$ cat src/rtl/bscan_pkg.sv
// Shared definitions for the boundary-scan TAP controller.
//   tap_state_e : the 16 IEEE 1149.1 TAP states in the conventional
//                 4-bit encoding (Test-Logic-Reset = 4'hF).
//   INSTR_*     : instruction opcodes. The values are zero-extended to
//                 IR_WIDTH at the point of use. BYPASS is all ones, and
//                 any opcode that is not listed also behaves as BYPASS.
//   IR_CAPTURE  : the two low bits loaded into the IR shift stage in
//                 Capture-IR. The upper bits are zero.
package bscan_pkg;

    typedef enum logic [3:0] {
        EX2_DR   = 4'h0,
        EX1_DR   = 4'h1,
        SH_DR    = 4'h2,
        PAUSE_DR = 4'h3,
        SEL_IR   = 4'h4,
        UPD_DR   = 4'h5,
        CAP_DR   = 4'h6,
        SEL_DR   = 4'h7,
        EX2_IR   = 4'h8,
        EX1_IR   = 4'h9,
        SH_IR    = 4'hA,
        PAUSE_IR = 4'hB,
        RTI      = 4'hC,
        UPD_IR   = 4'hD,
        CAP_IR   = 4'hE,
        TLR      = 4'hF
    } tap_state_e;

    localparam int unsigned INSTR_EXTEST = 0;
    localparam int unsigned INSTR_SAMPLE = 1;
    localparam int unsigned INSTR_IDCODE = 2;

    localparam logic [1:0] IR_CAPTURE = 2'b01;

endpackage

$ cat src/rtl/bscan_tap_fsm.sv
// TAP state machine: the 1149.1 next-state function and the state register.
// The state register advances only in cycles where tck_en marks a TCK
// rising edge.
// Ports:
//   clk, rst : system clock and synchronous active-high reset (reset -> TLR)
//   tck_en   : TCK rising-edge strobe
//   tms      : test mode select, sampled when tck_en=1
//   state    : current TAP state, which is also the state debug view
module bscan_tap_fsm
    import bscan_pkg::*;
(
    input  logic       clk,
    input  logic       rst,
    input  logic       tck_en,
    input  logic       tms,
    output tap_state_e state
);

    tap_state_e state_q;
    tap_state_e state_d;

    always_ff @(posedge clk) begin
        if (rst) begin
            state_q <= TLR;
        end else if (tck_en) begin
            state_q <= state_d;
        end
    end

    always_comb begin
        state_d = state_q;
        case (state_q)
            TLR:      state_d = tms ? TLR      : RTI;
            RTI:      state_d = tms ? SEL_DR   : RTI;
            SEL_DR:   state_d = tms ? SEL_IR   : CAP_DR;
            CAP_DR:   state_d = tms ? EX1_DR   : SH_DR;
            SH_DR:    state_d = tms ? EX1_DR   : SH_DR;
            EX1_DR:   state_d = tms ? UPD_DR   : PAUSE_DR;
            PAUSE_DR: state_d = tms ? EX2_DR   : PAUSE_DR;
            EX2_DR:   state_d = tms ? UPD_DR   : SH_DR;
            UPD_DR:   state_d = tms ? SEL_DR   : RTI;
            SEL_IR:   state_d = tms ? TLR      : CAP_IR;
            CAP_IR:   state_d = tms ? EX1_IR   : SH_IR;
            SH_IR:    state_d = tms ? EX1_IR   : SH_IR;
            EX1_IR:   state_d = tms ? UPD_IR   : PAUSE_IR;
            PAUSE_IR: state_d = tms ? EX2_IR   : PAUSE_IR;
            EX2_IR:   state_d = tms ? UPD_IR   : SH_IR;
            UPD_IR:   state_d = tms ? SEL_DR   : RTI;
            default:  state_d = TLR;
        endcase
    end

    assign state = state_q;

endmodule

$ cat src/rtl/bscan_tap_ctrl.sv
// IEEE 1149.1 TAP controller with instruction register, bypass and IDCODE
// data registers. It drives the control inputs of a DW_bc_2 boundary chain.
// TCK is modelled as a clock-enable strobe (tck_en) in the clk domain.
// Ports:
//   clk, rst           : system clock, synchronous active-high reset
//   tck_en, tms, tdi   : TCK rising-edge strobe and the JTAG inputs
//   bsr_so             : serial out of the last boundary cell
//   tdo, tdo_oe        : registered test data out and its output enable
//   capture_en         : active-low capture enable to the cells
//   update_en          : update enable to the cells
//   shift_dr           : shift select to the cells
//   mode               : 1 while EXTEST drives the pins
//   capture_clk_pulse  : one-cycle capture clock enable for the cells
//   update_clk_pulse   : one-cycle update clock enable for the cells
//   dbg_state          : current TAP state (debug)
//   dbg_ir             : active instruction (debug)
module bscan_tap_ctrl
    import bscan_pkg::*;
#(
    parameter int          IR_WIDTH   = 4,
    parameter logic [31:0] IDCODE_VAL = 32'h0000_0001
) (
    input  logic                clk,
    input  logic                rst,
    input  logic                tck_en,
    input  logic                tms,
    input  logic                tdi,
    input  logic                bsr_so,
    output logic                tdo,
    output logic                tdo_oe,
    output logic                capture_en,
    output logic                update_en,
    output logic                shift_dr,
    output logic                mode,
    output logic                capture_clk_pulse,
    output logic                update_clk_pulse,
    output logic [3:0]          dbg_state,
    output logic [IR_WIDTH-1:0] dbg_ir
);

    localparam logic [IR_WIDTH-1:0] IR_EXTEST = IR_WIDTH'(INSTR_EXTEST);
    localparam logic [IR_WIDTH-1:0] IR_SAMPLE = IR_WIDTH'(INSTR_SAMPLE);
    localparam logic [IR_WIDTH-1:0] IR_IDCODE = IR_WIDTH'(INSTR_IDCODE);
    localparam logic [IR_WIDTH-1:0] IR_CAP    = IR_WIDTH'(IR_CAPTURE);

    tap_state_e state;

    logic [IR_WIDTH-1:0] ir_shift;
    logic [IR_WIDTH-1:0] ir_active;
    logic                bypass_q;
    logic [31:0]         idcode_sr;

    logic is_extest;
    logic is_idcode;
    logic bsel;
    logic dr_lsb;

    bscan_tap_fsm u_fsm (
        .clk    (clk),
        .rst    (rst),
        .tck_en (tck_en),
        .tms    (tms),
        .state  (state)
    );

    // Instruction decode. Any opcode other than the three named ones
    // selects the bypass register.
    assign is_extest = (ir_active == IR_EXTEST);
    assign is_idcode = (ir_active == IR_IDCODE);
    assign bsel      = is_extest || (ir_active == IR_SAMPLE);

    always_comb begin
        dr_lsb = bypass_q;
        if (bsel) begin
            dr_lsb = bsr_so;
        end else if (is_idcode) begin
            dr_lsb = idcode_sr[0];
        end
    end

    // IR and data registers act on the TCK edge, keyed on the state in
    // which that edge occurs.
    always_ff @(posedge clk) begin
        if (rst) begin
            ir_shift  <= '0;
            ir_active <= IR_IDCODE;
            bypass_q  <= 1'b0;
            idcode_sr <= IDCODE_VAL;
        end else begin
            if (tck_en) begin
                case (state)
                    CAP_IR: ir_shift  <= IR_CAP;
                    SH_IR:  ir_shift  <= {tdi, ir_shift[IR_WIDTH-1:1]};
                    UPD_IR: ir_active <= ir_shift;
                    CAP_DR: begin
                        bypass_q  <= 1'b0;
                        idcode_sr <= IDCODE_VAL;
                    end
                    SH_DR: begin
                        bypass_q  <= tdi;
                        idcode_sr <= {tdi, idcode_sr[31:1]};
                    end
                    default: ;
                endcase
            end
            // Test-Logic-Reset holds the active instruction at IDCODE
            // whether or not TCK is running.
            if (state == TLR) begin
                ir_active <= IR_IDCODE;
            end
        end
    end

    // Registered decodes of the current state. tdo is sampled from the
    // selected register on every clk while shifting, so it follows the
    // shift with one clk of latency and holds outside the shift states.
    always_ff @(posedge clk) begin
        if (rst) begin
            tdo               <= 1'b0;
            tdo_oe            <= 1'b0;
            capture_en        <= 1'b1;
            update_en         <= 1'b0;
            shift_dr          <= 1'b0;
            mode              <= 1'b0;
            capture_clk_pulse <= 1'b0;
            update_clk_pulse  <= 1'b0;
        end else begin
            tdo_oe            <= (state == SH_DR) || (state == SH_IR);
            capture_en        <= !((state == CAP_DR) && bsel);
            update_en         <= (state == UPD_DR) && bsel;
            shift_dr          <= (state == SH_DR) && bsel;
            // The TLR term releases the pins in the first cycle of reset,
            // without waiting for the active IR to reload.
            mode              <= is_extest && (state != TLR);
            capture_clk_pulse <= tck_en && (state == CAP_DR) && bsel;
            update_clk_pulse  <= tck_en && (state == UPD_DR) && bsel;
            if (state == SH_IR) begin
                tdo <= ir_shift[0];
            end else if (state == SH_DR) begin
                tdo <= dr_lsb;
            end
        end
    end

    assign dbg_state = state;
    assign dbg_ir    = ir_active;

endmodule

$ cat config.mk
export PLATFORM = sky130hd
export DESIGN_NAME = bscan_tap_ctrl
export DESIGN_NICKNAME = d
export VERILOG_FILES = /design/src/rtl/bscan_pkg.sv /design/src/rtl/bscan_tap_fsm.sv /design/src/rtl/bscan_tap_ctrl.sv
export SDC_FILE = /design/constraint.sdc
export NUM_CORES = 1
export LEC_CHECK = 0
export ABC_AREA = 1
export BUFFER_PORTS_ARGS = -buffer_cell sky130_fd_sc_hd__buf_2
export CAP_MARGIN = 25
export CELL_PAD_IN_SITES_DETAIL_PLACEMENT = 1
export CELL_PAD_IN_SITES_GLOBAL_PLACEMENT = 2
export CORE_UTILIZATION = 34
export DETAILED_ROUTE_END_ITERATION = 12
export GPL_TIMING_DRIVEN = 1
export PLACE_DENSITY_LB_ADDON = 0.15
export SYNTH_ARGS = -nofsm -noshare
export SYNTH_HDL_FRONTEND = slang
export SYNTH_SLANG_ARGS = --single-unit
export TNS_END_PERCENT = 1
$ cat constraint.sdc
create_clock -name clk -period 1.65 [get_ports clk]
set_input_delay 0.0825 -clock clk [delete_from_list [all_inputs] [get_ports clk]]
set_output_delay 0.0825 -clock clk [all_outputs]
set_load 0.01 [all_outputs]
==> summary.md, run 1 <==
| Metric | Value |
|---|---|
| Mapped Nets | `~240` |
| Primary FF master, synth | `dfxtp_1` |
| Register bit total from synthesis | `52` |
| CTS resizes | `0` |
| Root buffer cell | `clkbuf_8` |
| Synth area leader | `dfxtp_1` |
| Synth top area share | `between 50 and 60%` |
| Detailed-route wire length | `between 4 and 5 mm` |
| Hold Crit Class | `input port to register` |
| Worst rel slew slack | `between 70% and 80%` |
| Hold-fix buffers, CTS | `0` |
| Final Net Count | `between 200 and 300` |
| Fillers | `701` |
| Largest net degree at the start of global routing | `32` |
| FP Rows | `27` |
| CP startpoint | `u_fsm.state[1]` |
| RePlAce Congestion | `about 0.75` |
| Initial antenna violation count | `0` |
| Port bufs | `21` |
| Placed instance count | `~330` |
| Postcts setup bufs | `0` |
| Design area | `~2300 µm²` |
| Max Fclk | `~700 MHz` |
| Mapped Area | `about 2000 µm²` |
| Clock Skew | `0.00639 ns` |
| Hold_ws | `0.0304 ns` |
| Synth warn | `0` |
| Critical path type | `register to register` |
| Vias | `about 1700` |
| Setup TNS | `0 ns` |
| Peak fanout along the critical path | `7` |
| Drt wl/cell | `approximately 14 µm` |
| # IOs | `22` |
| Total CTS buffers | `5` |
| Peak supply drop | `0.489 mV` |
| RSZ-0062 raised after global routing | `no` |
| Die H | `between 70 and 80 µm` |
| Initial Utilization | `a little over a third` |
| Core area | `between 5000 and 6000 µm²` |
| Post-synth EDFFs | `0` |
| Share of post-route cells with drive strength above 1 | `a little under a fifth` |
| Max Root-Sink Buffers | `2` |
| Detailed Place HPWL | `3.11 mm` |
| Antenna Nets Post-Route | `0` |
| Total Routing Usage GR | `16.4%` |
| Layout area overhead | `14.3%` |
| Syn avg cell area | `between 8 and 9 µm²` |
| P_leak | `0.915 nW` |
| Vias in the first global route | `about 1600` |
| Most frequent cell after synthesis | `dfxtp_1` |
| Most instantiated cells after synthesis | `dfxtp_1, nor2_1, a22oi_1, nand2_1, inv_1` |
| Multi-input gate area | `between 800 and 900 µm²` |
| CP required | `about 1.9 ns` |
| First-pass GRT wire length | `7.65 mm` |
| Final hold violation count | `0` |
| Reg-to-reg critical path startpoint | `u_fsm.state[1]` |
| Post-synthesis sequential area ratio | `between 50% and 60%` |
| Die W | `between 70 and 80 µm` |
| Min Tclk post-route | `around 1.4 ns` |
| Die ar. | `approximately 6100 µm²` |
| Synth top area cells | `dfxtp_1, a22oi_1, nor2_1` |
| PwrDens | `971 nW/µm²` |
| Final Setup Violations | `0` |
| Dpl cell area | `about 2200 µm²` |
| Crit. End Element | `register` |
| First DRT Iteration DRCs | `43` |
| HP Start | `tdi` |
| Final period util | `between 80% and 90%` |
| Clock tree from TritonCTS | `built` |
| Max-cap check violation count | `0` |
| Mapped Cells | `between 200 and 250` |
| H-tree depth | `2` |
| Measured slew at the worst slew-check pin | `0.407 ns` |
| Worst-path clk slew | `around 0.090 ns` |
| Ys async rst share | `0%` |
| Storage element area | `~1000 µm²` |
| Skew-Pair Late Insertion Delay | `about 0.30 ns` |
| Vias per cell | `~5` |
| Status | `completed` |
| Yosys cell types | `24` |
| CTS Sinks | `52` |
| Critical Path AT | `1.63 ns` |
| TritonRoute pass-1 iters | `4` |
| # diodes | `0` |
| GRT overflow | `0` |
| Pins Over Slew Limit | `0` |
| Non-Filler Instances | `roughly 330` |
| DRC | `0` |
| Worst setup SP type | `register` |
==> final timing paths <==
path,to,slack (ns),cells after the start
worst max-delay path,dbg_ir[2],0.23,7
worst min-delay path,bypass_q,0.03,3
worst max register to register,dbg_ir[2],0.23,7
worst min register to register,mode,0.47,1
==> cell families after synthesis <==
family	share of synthesized area, %
simple gates	22.4
buf+inv	7.11
compound gates	17.7
flops	52.8
==> per-stage QoR <==
step	power [mW]	worst slack, ns	util, %
4_1_cts	2.23	0.0959	40.4
3_5_place_dp	1.52	0.122	39.0
2_1_floorplan	1.44	0.390	-
5_1_grt	2.31	0.0394	40.7
3_3_place_gp	1.52	0.160	39.0
6_report	2.19	0.227	40.7
==> placed cells by master (no fill, tap or decap) <==
master      instances
nor2_1             50
a22oi_1            31
nand2_4             1
inv_4               1
nor2_4              2
inv_2               2
nor3b_1             1
o21ai_0             7
buf_2              21
nor3_2              1
a21oi_1            10
dfxtp_1            52
nand3_1             7
nand2_2             2
nor2_2              2
o211ai_1            2
clkinv_2            1
o221ai_1            1
nand2_1            31
buf_4               9
nand4_1             2
clkbuf_8            5
nor3_1              5
inv_1              14
clkinvlp_4          1
o22ai_1             1
==> critical path: stages, from the launching register on <==
cell	delay, ns
dfxtp_1	0.36
buf_4	0.17
inv_1	0.13
nand2_1	0.08
nor3_2	0.32
inv_1	0.11
nor2_1	0.11
nor2_1	0.05
==> metal layers <==
metal / vias up / GRT usage [%] / share of wire [%]
li1: 845 / - / -
met4: 0 / 7.78 / 1.7
met1: 802 / 22.3 / 51
met5: - / 0 / 0
met3: 6 / 3.60 / 2.7
met2: 17 / 24.6 / 44
==> area by class of cell <==
class	instances	share of cell area (%)
repair buffers	30	7.67
clock inverters	2	0.556
multi-input cells	156	35.6
well taps	72	4.00
inverters	17	2.94
clock buffers	5	3.06
flip-flops and latches	52	46.2
==> power breakdown <==
| part | total [mW] | switching, mW | internal, mW |
|---|---|---|---|
| logic | 0.209 | 0.140 | 0.0685 |
| clock network | 0.699 | 0.411 | 0.288 |
| registers | 1.28 | 0.0111 | 1.27 |
==> flip-flops by register name (all words and copies together), names as in the netlist <==
register           flops
mode                   1
capture_en             1
bypass_q               1
capture_clk_pulse      1
update_clk_pulse       1
u_fsm.state            4
update_en              1
tdo                    1
idcode_sr             31
tdo_oe                 1
dbg_ir                 4
shift_dr               1
ir_shift               4
Power figures use the tool's default switching activity.
==> inputs of run 2 (changes only) <==
--- a/config.mk
+++ b/config.mk
@@ -7,13 +7,13 @@
 export LEC_CHECK = 0
 export ABC_AREA = 1
 export BUFFER_PORTS_ARGS = -buffer_cell sky130_fd_sc_hd__buf_2
-export CAP_MARGIN = 25
+export CAP_MARGIN = 15
 export CELL_PAD_IN_SITES_DETAIL_PLACEMENT = 1
 export CELL_PAD_IN_SITES_GLOBAL_PLACEMENT = 2
 export CORE_UTILIZATION = 34
 export DETAILED_ROUTE_END_ITERATION = 12
 export GPL_TIMING_DRIVEN = 1
-export PLACE_DENSITY_LB_ADDON = 0.15
+export PLACE_DENSITY = 0.81
 export SYNTH_ARGS = -nofsm -noshare
 export SYNTH_HDL_FRONTEND = slang
 export SYNTH_SLANG_ARGS = --single-unit
==> run 2 against run 1 <==
  * Fmax decreased by 1.8%
  * Via count is 2.7% lower
  * Combinational power down 9.6%
  * Global-route usage down 0.70 points
  * Flip-flop and latch count is the same
  * Clock power is 7.2% higher
  * Setup slack worse by 0.027 ns
  * Hold slack gained 0.00092 ns
  * Clock-buffer cell count is 3 higher
  * Core utilization fell by 0.11 points
  * Sequential power barely moved
  * Sequential share of layout area rose by 0.13 points
==> summary.md, run 2 (synthesis results as in run 1) <==
| Metric | Value |
|---|---|
| CP required | `~1.9 ns` |
| Clock tree from TritonCTS | `built` |
| Die ar. | `approximately 6100 µm²` |
| Crit. End Element | `register` |
| Fillers | `approximately 700` |
| CTS Sinks | `52` |
| Port bufs | `21` |
| Core area | `5540 µm²` |
| PwrDens | `roughly 1000 nW/µm²` |
| Status | `completed` |
| Total Routing Usage GR | `between 10% and 20%` |
| Critical path type | `register to register` |
| Max Fclk | `a little under 700 MHz` |
| Flip-flop count of the largest register after layout | `31` |
| Worst setup SP type | `register` |
| Most frequent cells in the layout | `dfxtp_1, nor2_1, nand2_1, a22oi_1, buf_2` |
| Die W | `between 70 and 80 µm` |
| Crit path largest cell delay | `~0.58 ns` |
| Share of post-route cells with drive strength above 1 | `16.6%` |
| FP Rows | `27` |
| Vias in the first global route | `around 1600` |
| Register share of total power | `approximately 58%` |
| Antenna Nets Post-Route | `0` |
| Measured slew at the worst slew-check pin | `between 0.4 and 0.5 ns` |
| Skew-Pair Late Insertion Delay | `slightly above 0.3 ns` |
| Detailed Place HPWL | `2.93 mm` |
| # IOs | `22` |
| H-tree depth | `2` |
| Initial Utilization | `around 36%` |
| Storage element area | `around 1000 µm²` |
| DRC | `0` |
| # diodes | `0` |
| Initial antenna violation count | `0` |
| Multi-input gate area | `796 µm²` |
| Switching pwr | `about 0.55 mW` |
| Critical-path cell list | `nand2_1 -> nor3_4 -> inv_1 -> nor2_1 -> nor2_1` |
| Detailed-route wire length | `approximately 4.3 mm` |
| TritonRoute pass-1 iters | `4` |
| Die H | `78.1 µm` |
| Critical Path AT | `between 1.5 and 2 ns` |
| Final period util | `~90%` |
| Logic pwr share | `8.5%` |
| Worst rel slew slack | `about 72%` |
| P_leak | `approximately 0.91 nW` |
| GRT overflow | `0` |
| Switching share of power | `24.9%` |
| Leading cell type in the layout, fill and taps excluded | `dfxtp_1` |
| Hold-fix buffers, CTS | `0` |
| Total CTS buffers | `5` |
| Peak supply drop | `between 0.4 and 0.5 mV` |
| Layout area overhead | `14.0%` |
| Root buffer cell | `clkbuf_8` |
| Vias per cell | `slightly below 5` |
| Dpl cell area | `~2100 µm²` |
| RSZ-0062 raised after global routing | `no` |
| Design area | `roughly 2200 µm²` |
| Setup TNS | `0 ns` |
| Clock Skew | `between 0.007 and 0.008 ns` |
| Final Setup Violations | `0` |
| Largest net degree at the start of global routing | `38` |
| Largest reg by FF count | `idcode_sr` |
| Min Tclk post-route | `1.45 ns` |
| First DRT Iteration DRCs | `50` |
| Hold Crit Class | `input port to register` |
| Internal power | `1.67 mW` |
| First-pass GRT wire length | `between 7 and 8 mm` |
| Drt wl/cell | `between 10 and 15 µm` |
| Max Root-Sink Buffers | `2` |
| Most frequent CP cell | `nor2_1` |
| Critical path's slowest cell | `dfxtp_1` |
| RePlAce Congestion | `0.734` |
| Peak fanout along the critical path | `10` |
| Max-cap check violation count | `0` |
| Vias | `roughly 1600` |
| Final hold violation count | `0` |
| Clk pwr share | `33.7%` |
| Worst-path clk slew | `~0.090 ns` |
| Final Net Count | `between 200 and 300` |
| Pins Over Slew Limit | `0` |
-- run 2: power by group through the flow --
stage / clock network (mW) / registers [mW] / logic [mW]
global placement: 0 / 1.32 / 0.188
floorplan: 0 / 1.32 / 0.121
CTS: 0.778 / 1.29 / 0.188
detailed placement: 0 / 1.32 / 0.188
finish: 0.749 / 1.29 / 0.189
global route: 0.821 / 1.29 / 0.217
-- run 2: repair_timing --
action                                  CTS  global route
resized for setup                         0             1
endpoints found under the setup margin    0             3
endpoints found under the hold margin     0             0
buffers inserted                          0             0
-- run 2: layout make-up --
class                   instances  share of cell area [%]
clock buffers                   8                    4.01
inverters                      17                    2.95
multi-input cells             155                    35.4
flip-flops and latches         52                    46.4
well taps                      72                    4.01
repair buffers                 27                    7.24
-- run 2: path summary, 6_finish.rpt --
path                                      from        end  slack, ns  cells past startpoint
worst max-delay path            u_fsm.state[2]  dbg_ir[3]       0.20                      5
worst max register to register  u_fsm.state[2]  dbg_ir[3]       0.20                      5
worst min-delay path                       tdi   bypass_q       0.03                      3
worst min register to register       dbg_ir[0]       mode       0.48                      1
-- run 2: worst max-delay path, delay by kind of cell, from the launching register on --
| family | cells | cell delay [ns] |
|---|---|---|
| flops | 1 | 0.58 |
| simple gates | 4 | 0.66 |
| buf+inv | 1 | 0.09 |
-- run 2: through the flow --
| step | hold slack (ns) | setup slack (ns) | std cells | utilization [%] | total power, mW |
|---|---|---|---|---|---|
| 3_3_place_gp | 0.348 | 0.141 | 323 | 38.8 | 1.50 |
| 6_report | 0.0313 | 0.200 | 331 | 40.5 | 2.23 |
| 2_1_floorplan | 0.186 | 0.390 | 236 | - | 1.44 |
| 5_1_grt | 0.0426 | 0.0319 | 331 | 40.5 | 2.33 |
| 4_1_cts | 0.0231 | 0.143 | 331 | 40.4 | 2.25 |
| 3_5_place_dp | 0.356 | 0.167 | 323 | 38.8 | 1.51 |
-- run 2: layer usage --
layer	track usage [%]	wire length, µm	vias up
met5	0	0	-
met4	7.78	80	0
met1	20.9	2230	757
met3	3.95	196	8
met2	23.6	1830	25
li1	-	-	835
